`src/rtl/uart_pkg.sv`:
```
// ============================================================================
// Module      : uart_pkg
// Description : Shared UART definitions: FSM state encoding and baud divisor.
// Revision    : 1.0 - initial release
// ============================================================================
`default_nettype none

package uart_pkg;

    typedef enum logic [2:0] {
        IDLE   = 3'd0,
        START  = 3'd1,
        DATA   = 3'd2,
        PARITY = 3'd3,
        STOP   = 3'd4
    } uart_state_t;

    // Clocks per oversample tick, integer floor.
    function automatic int calc_div(input int clk_freq, input int baud_rate, input int oversample);
        return clk_freq / (baud_rate * oversample);
    endfunction

endpackage

`default_nettype wire

```
`src/rtl/baud_rate_generator.sv`:
```
// ============================================================================
// Module      : baud_rate_generator
// Description : Free-running divider producing a one-cycle oversample tick.
// Revision    : 1.0 - initial release
// ============================================================================
`default_nettype none

module baud_rate_generator
    import uart_pkg::*;
#(
    parameter int CLK_FREQ   = 100_000_000,
    parameter int BAUD_RATE  = 19200,
    parameter int OVERSAMPLE = 16
) (
    input  logic i_clock,
    input  logic i_reset,
    output logic o_tick
);

    localparam int c_div   = calc_div(CLK_FREQ, BAUD_RATE, OVERSAMPLE);
    localparam int c_cnt_w = (c_div > 1) ? $clog2(c_div) : 1;
    localparam logic [c_cnt_w-1:0] c_cnt_max = c_cnt_w'(c_div - 1);

    logic [c_cnt_w-1:0] r_cnt;

    always_ff @(posedge i_clock or posedge i_reset) begin
        if (i_reset) begin
            r_cnt <= '0;
        end else if (r_cnt == c_cnt_max) begin
            r_cnt <= '0;
        end else begin
            r_cnt <= r_cnt + 1'b1;
        end
    end

    assign o_tick = (r_cnt == c_cnt_max);

endmodule

`default_nettype wire

```
`src/rtl/uart_rx.sv`:
```
// ============================================================================
// Module      : uart_rx
// Description : 16x oversampled UART receiver with framing error detection.
//               Optional even parity check enabled by UART_RX_PARITY_EN.
// Revision    : 1.0 - initial release
// ============================================================================
`default_nettype none

module uart_rx
    import uart_pkg::*;
#(
    parameter int CLK_FREQ   = 100_000_000,
    parameter int BAUD_RATE  = 19200,
    parameter int OVERSAMPLE = 16,
    parameter int NB_DATA    = 8
) (
    input  logic               i_clock,
    input  logic               i_reset,
    input  logic               i_uart_rx_data,
    output logic [NB_DATA-1:0] o_data,
    output logic               o_rx_done,
    output logic               o_frame_error,
`ifdef UART_RX_PARITY_EN
    output logic               o_parity_error,
`endif
    output logic               o_busy
);

    localparam int c_tick_w = $clog2(OVERSAMPLE);
    localparam int c_bit_w  = (NB_DATA > 1) ? $clog2(NB_DATA) : 1;
    localparam logic [c_tick_w-1:0] c_tick_mid  = c_tick_w'(OVERSAMPLE / 2 - 1);
    localparam logic [c_tick_w-1:0] c_tick_last = c_tick_w'(OVERSAMPLE - 1);
    localparam logic [c_bit_w-1:0]  c_bit_last  = c_bit_w'(NB_DATA - 1);

    uart_state_t        r_state;
    logic               r_sync1;
    logic               r_rx_s;
    logic [c_tick_w-1:0] r_tick_cnt;
    logic [c_bit_w-1:0] r_bit_cnt;
    logic [NB_DATA-1:0] r_shift;
    logic               w_tick;
`ifdef UART_RX_PARITY_EN
    logic               r_parity_bit;
`endif

    baud_rate_generator #(
        .CLK_FREQ   (CLK_FREQ),
        .BAUD_RATE  (BAUD_RATE),
        .OVERSAMPLE (OVERSAMPLE)
    ) u_baud (
        .i_clock (i_clock),
        .i_reset (i_reset),
        .o_tick  (w_tick)
    );

    // Synchroniser resets to the idle line level so reset never looks like a start bit.
    always_ff @(posedge i_clock or posedge i_reset) begin
        if (i_reset) begin
            r_sync1 <= 1'b1;
            r_rx_s  <= 1'b1;
        end else begin
            r_sync1 <= i_uart_rx_data;
            r_rx_s  <= r_sync1;
        end
    end

    always_ff @(posedge i_clock or posedge i_reset) begin
        if (i_reset) begin
            r_state        <= IDLE;
            r_tick_cnt     <= '0;
            r_bit_cnt      <= '0;
            r_shift        <= '0;
            o_data         <= '0;
            o_rx_done      <= 1'b0;
            o_frame_error  <= 1'b0;
`ifdef UART_RX_PARITY_EN
            r_parity_bit   <= 1'b0;
            o_parity_error <= 1'b0;
`endif
        end else begin
            o_rx_done     <= 1'b0;
            o_frame_error <= 1'b0;
`ifdef UART_RX_PARITY_EN
            o_parity_error <= 1'b0;
`endif
            if (w_tick) begin
                case (r_state)
                    IDLE: begin
                        if (!r_rx_s) begin
                            r_state    <= START;
                            r_tick_cnt <= '0;
                        end
                    end
                    START: begin
                        if (r_tick_cnt == c_tick_mid) begin
                            r_tick_cnt <= '0;
                            r_bit_cnt  <= '0;
                            r_state    <= r_rx_s ? IDLE : DATA;
                        end else begin
                            r_tick_cnt <= r_tick_cnt + 1'b1;
                        end
                    end
                    DATA: begin
                        if (r_tick_cnt == c_tick_last) begin
                            r_tick_cnt <= '0;
                            r_shift    <= {r_rx_s, r_shift[NB_DATA-1:1]};
                            if (r_bit_cnt == c_bit_last) begin
`ifdef UART_RX_PARITY_EN
                                r_state <= PARITY;
`else
                                r_state <= STOP;
`endif
                            end else begin
                                r_bit_cnt <= r_bit_cnt + 1'b1;
                            end
                        end else begin
                            r_tick_cnt <= r_tick_cnt + 1'b1;
                        end
                    end
`ifdef UART_RX_PARITY_EN
                    PARITY: begin
                        if (r_tick_cnt == c_tick_last) begin
                            r_tick_cnt   <= '0;
                            r_parity_bit <= r_rx_s;
                            r_state      <= STOP;
                        end else begin
                            r_tick_cnt <= r_tick_cnt + 1'b1;
                        end
                    end
`endif
                    STOP: begin
                        if (r_tick_cnt == c_tick_last) begin
                            r_tick_cnt <= '0;
                            r_state    <= IDLE;
                            if (!r_rx_s) begin
                                o_frame_error <= 1'b1;
`ifdef UART_RX_PARITY_EN
                            end else if (^{r_shift, r_parity_bit}) begin
                                o_parity_error <= 1'b1;
`endif
                            end else begin
                                o_data    <= r_shift;
                                o_rx_done <= 1'b1;
                            end
                        end else begin
                            r_tick_cnt <= r_tick_cnt + 1'b1;
                        end
                    end
                    default: r_state <= IDLE;
                endcase
            end
        end
    end

    assign o_busy = (r_state != IDLE);

endmodule

`default_nettype wire

```
`config.mk`:
```
export PLATFORM = sky130hd
export DESIGN_NAME = uart_rx
export DESIGN_NICKNAME = d
export VERILOG_FILES = /design/src/rtl/uart_pkg.sv /design/src/rtl/baud_rate_generator.sv /design/src/rtl/uart_rx.sv
export SDC_FILE = /design/constraint.sdc
export NUM_CORES = 1
export LEC_CHECK = 0
export ABC_CLOCK_PERIOD_IN_PS = 2400
export BUFFER_PORTS_ARGS = -buffer_cell sky130_fd_sc_hd__buf_4
export CORE_AREA = 2 2 59 61
export DETAILED_ROUTE_END_ITERATION = 16
export DIE_AREA = 0 0 61 63
export PLACE_DENSITY_LB_ADDON = 0.15
export SLEW_MARGIN = 20
export SYNTH_ARGS = -nofsm -noshare
export SYNTH_HDL_FRONTEND = slang
export SYNTH_SLANG_ARGS = --single-unit
```
`constraint.sdc`:
```
create_clock -name i_clock -period 2.4 [get_ports i_clock]
set_clock_uncertainty 0.1 [all_clocks]
set_input_delay 0.36 -clock i_clock [delete_from_list [all_inputs] [get_ports i_clock]]
set_output_delay 0.36 -clock i_clock [all_outputs]
set_load 0.02 [all_outputs]
```
==> impl_metrics.json <==
{
  "fmax_ghz": 0.443,
  "antenna_cells": 0,
  "dp.cells": 208,
  "final_core_util": 0.637,
  "ant_nets": 0,
  "yosysWarnings": 0,
  "netlist.area_leader.share": 0.511,
  "yosysSeqAreaShare": 0.540,
  "fin_cells": 217,
  "finalSetupViolCount": 0,
  "num_vias": 1195,
  "postPlaceCellArea_um2": 1990,
  "postSynthCellCount": 147,
  "fp.dieH_um": 63,
  "antenna_found_initial": 0,
  "grt_pass1_vias": 1207,
  "arrival_ns": 2.39,
  "synthArstFlopShare": 1.00,
  "hp-class": "input port to async pin",
  "power.density_nw_per_um2": 489,
  "grt_max_degree": 40,
  "clock-sinks": 39,
  "area_delta_synth_final_pct": 13.5,
  "synth.net_count": 155,
  "clockRootBuffer": "clkbuf_4",
  "clk_pin_slew_ns": 0.12,
  "crit_required_ns": 2.53,
  "cts_tree": "yes",
  "die_w_um": 61,
  "rr_worst_depth": 4,
  "clk_path_buf_depth": 2,
  "crit_fanout": 8,
  "ir_worst_vdd_uv": 264,
  "r2r-start": "u_baud.r_cnt[3]",
  "nets": 178,
  "rows": 21,
  "maxCapViolations": 0,
  "worstMarginPinSlew_ns": 0.494,
  "cp-start-kind": "flop",
  "power.leakage_nw": 1.03,
  "final_area_um2": 2060,
  "hpwlAfterDp_um": 2200,
  "io_buffers": 13,
  "synth_seq_cells": 39,
  "finalMaxSlewViolations": 0,
  "avgSynthCellArea_um2": 12.3,
  "fillCellCount": 284,
  "critPathKind": "flop to flop",
  "min_period_over_period": 0.941,
  "rrSetupSlack_ns": 0.14,
  "synth_top_cell_by_area": "dfrtp_1",
  "syn_area_um2": 1810,
  "relSlewSlack": 0.668,
  "grt_first_pass_wirelength_um": 5280,
  "worstSkewPairLatency_ns": 0.34,
  "power_mw": 1.01,
  "timing.rr.end": "r_shift[4]",
  "fin_tns_setup_ns": 0,
  "core_um2": 3230,
  "grt_overflow": 0,
  "first_pass_iters": 4,
  "drive_above_1_share": 0.316,
  "outcome": "complete, no violations",
  "hold_viol": 0,
  "boundaryPins": 14,
  "worstSetupEndpointType": "flop",
  "gp_congestion": 0.868,
  "synth-main-ff-cell": "dfrtp_1",
  "start_util": 0.561,
  "rsz0062_at_grt": "no",
  "drc_errors": 0,
  "synthTopCellsByArea": "dfrtp_1 51%, mux2_2 12%, ha_1 3.5%",
  "die_area_um2": 3840,
  "fin_crit_ns": 2.26,
  "synth_edf_count": 0,
  "drt_iter0_drc": 39,
  "cts_buffers": 5,
  "grt_use_total": 0.184,
  "wl_per_cell_um": 14.3,
  "vias_per_cell": 5.51,
  "wl_um": 3110,
  "synth_cell_types": 40,
  "h-tree-depth": 2
}
[cells in the final DEF, fill, tap and decap left out, types with 3 or more instances in the layout]
cell type / count
xor2_1: 4
buf_4: 18
o21ai_0: 6
dfrtp_1: 37
ha_1: 5
xnor2_1: 4
nand3_1: 9
mux2_2: 20
inv_1: 7
nor2_1: 10
mux2i_1: 3
and3_1: 7
clkbuf_4: 5
[Yosys cell counts (2+ instances only)]
master    instances
dfrtp_1          37
mux2_2           20
nor2_1           10
nand3_1           9
and3_1            7
inv_1             7
o21ai_0           6
ha_1              5
xnor2_1           4
xor2_1            4
clkbuf_1          3
mux2i_1           3
dfstp_2           2
nand2_1           2
nor3_1            2
or3_1             2
[routing by layer]
| metal | track usage | up-vias | share of wire |
|---|---|---|---|
| li1 | - | 577 | - |
| met5 | 0 | - | 0 |
| met4 | 0.0734 | 0 | 0.016 |
| met1 | 0.237 | 591 | 0.46 |
| met2 | 0.292 | 22 | 0.49 |
| met3 | 0.0435 | 5 | 0.034 |
[worst max-delay path: stages (launching register included)]
cell	delay [ns]
dfrtp_1	0.45
or4b_4	0.59
or2_4	0.27
nor3_4	0.36
mux2_2	0.39
[cell type report]
type                       instances  area, µm²  area share
multi-input combinational         98        797       0.387
clock buffer                       6       41.3      0.0201
tap                               46       57.6      0.0280
sequential                        39        978       0.475
timing repair buffer              19        145      0.0705
inverter                           7       26.3      0.0128
clock inverter                     2       12.5     0.00608
[where the power goes]
part           internal [mW]  leakage (nW)  switching [mW]  total [mW]
combinational        0.00539         0.482          0.0139      0.0193
clock                  0.113        0.0282           0.212       0.325
sequential             0.660         0.524         0.00218       0.662
total                  0.779          1.03           0.228        1.01
[sequential cells by signal, summed over array words and instances, names as in the netlist]
| register | count |
|---|---|
| u_baud.r_cnt | 9 |
| o_rx_done | 1 |
| o_frame_error | 1 |
| r_tick_cnt | 4 |
| o_data | 8 |
| r_sync1 | 1 |
| r_rx_s | 1 |
| r_shift | 8 |
| r_state | 3 |
| r_bit_cnt | 3 |
[through the flow]
step / setup WS (ns) / hold WS (ns)
2_1_floorplan: 0.263 / 0.245
3_3_place_gp: 0.187 / 0.246
3_5_place_dp: 0.147 / 0.247
4_1_cts: 0.123 / 0.0146
5_1_grt: 0.0626 / 0.0539
6_report: 0.142 / 0.0241
[cell families (layout without fill, tap and decap cells)]
family                     after synthesis  in the layout  share of synthesized area
adders and majority gates                6              6                     0.0400
AOI/OAI and AO/OA                       16             16                     0.0649
muxes                                   23             23                      0.141
buffers and inverters                   10             34                     0.0207
xor gates and xnor gates                 8              8                     0.0386
DFF                                     39             39                      0.540
and+or+nand+nor                         45             45                      0.155
[worst max-delay path by stage]
stage | end | startpoint | depth (start not counted) | slack, ns
finish | r_shift[4] | u_baud.r_cnt[3] | 4 | 0.14
CTS | r_shift[4] | u_baud.r_cnt[3] | 4 | 0.12
detailed placement | r_shift[4] | u_baud.r_cnt[3] | 4 | 0.15
global placement | r_shift[0] | u_baud.r_cnt[3] | 4 | 0.19
floorplan | r_state[1] | r_state[2] | 5 | 0.26
global route | r_shift[0] | u_baud.r_cnt[3] | 4 | 0.06
[what timing repair did]
item	in CTS	in global routing
setup buffers	0	0
hold buffers	0	1
gates resized for setup	0	0
hold endpoints to repair	0	1
(Power assumes the default switching activity.)
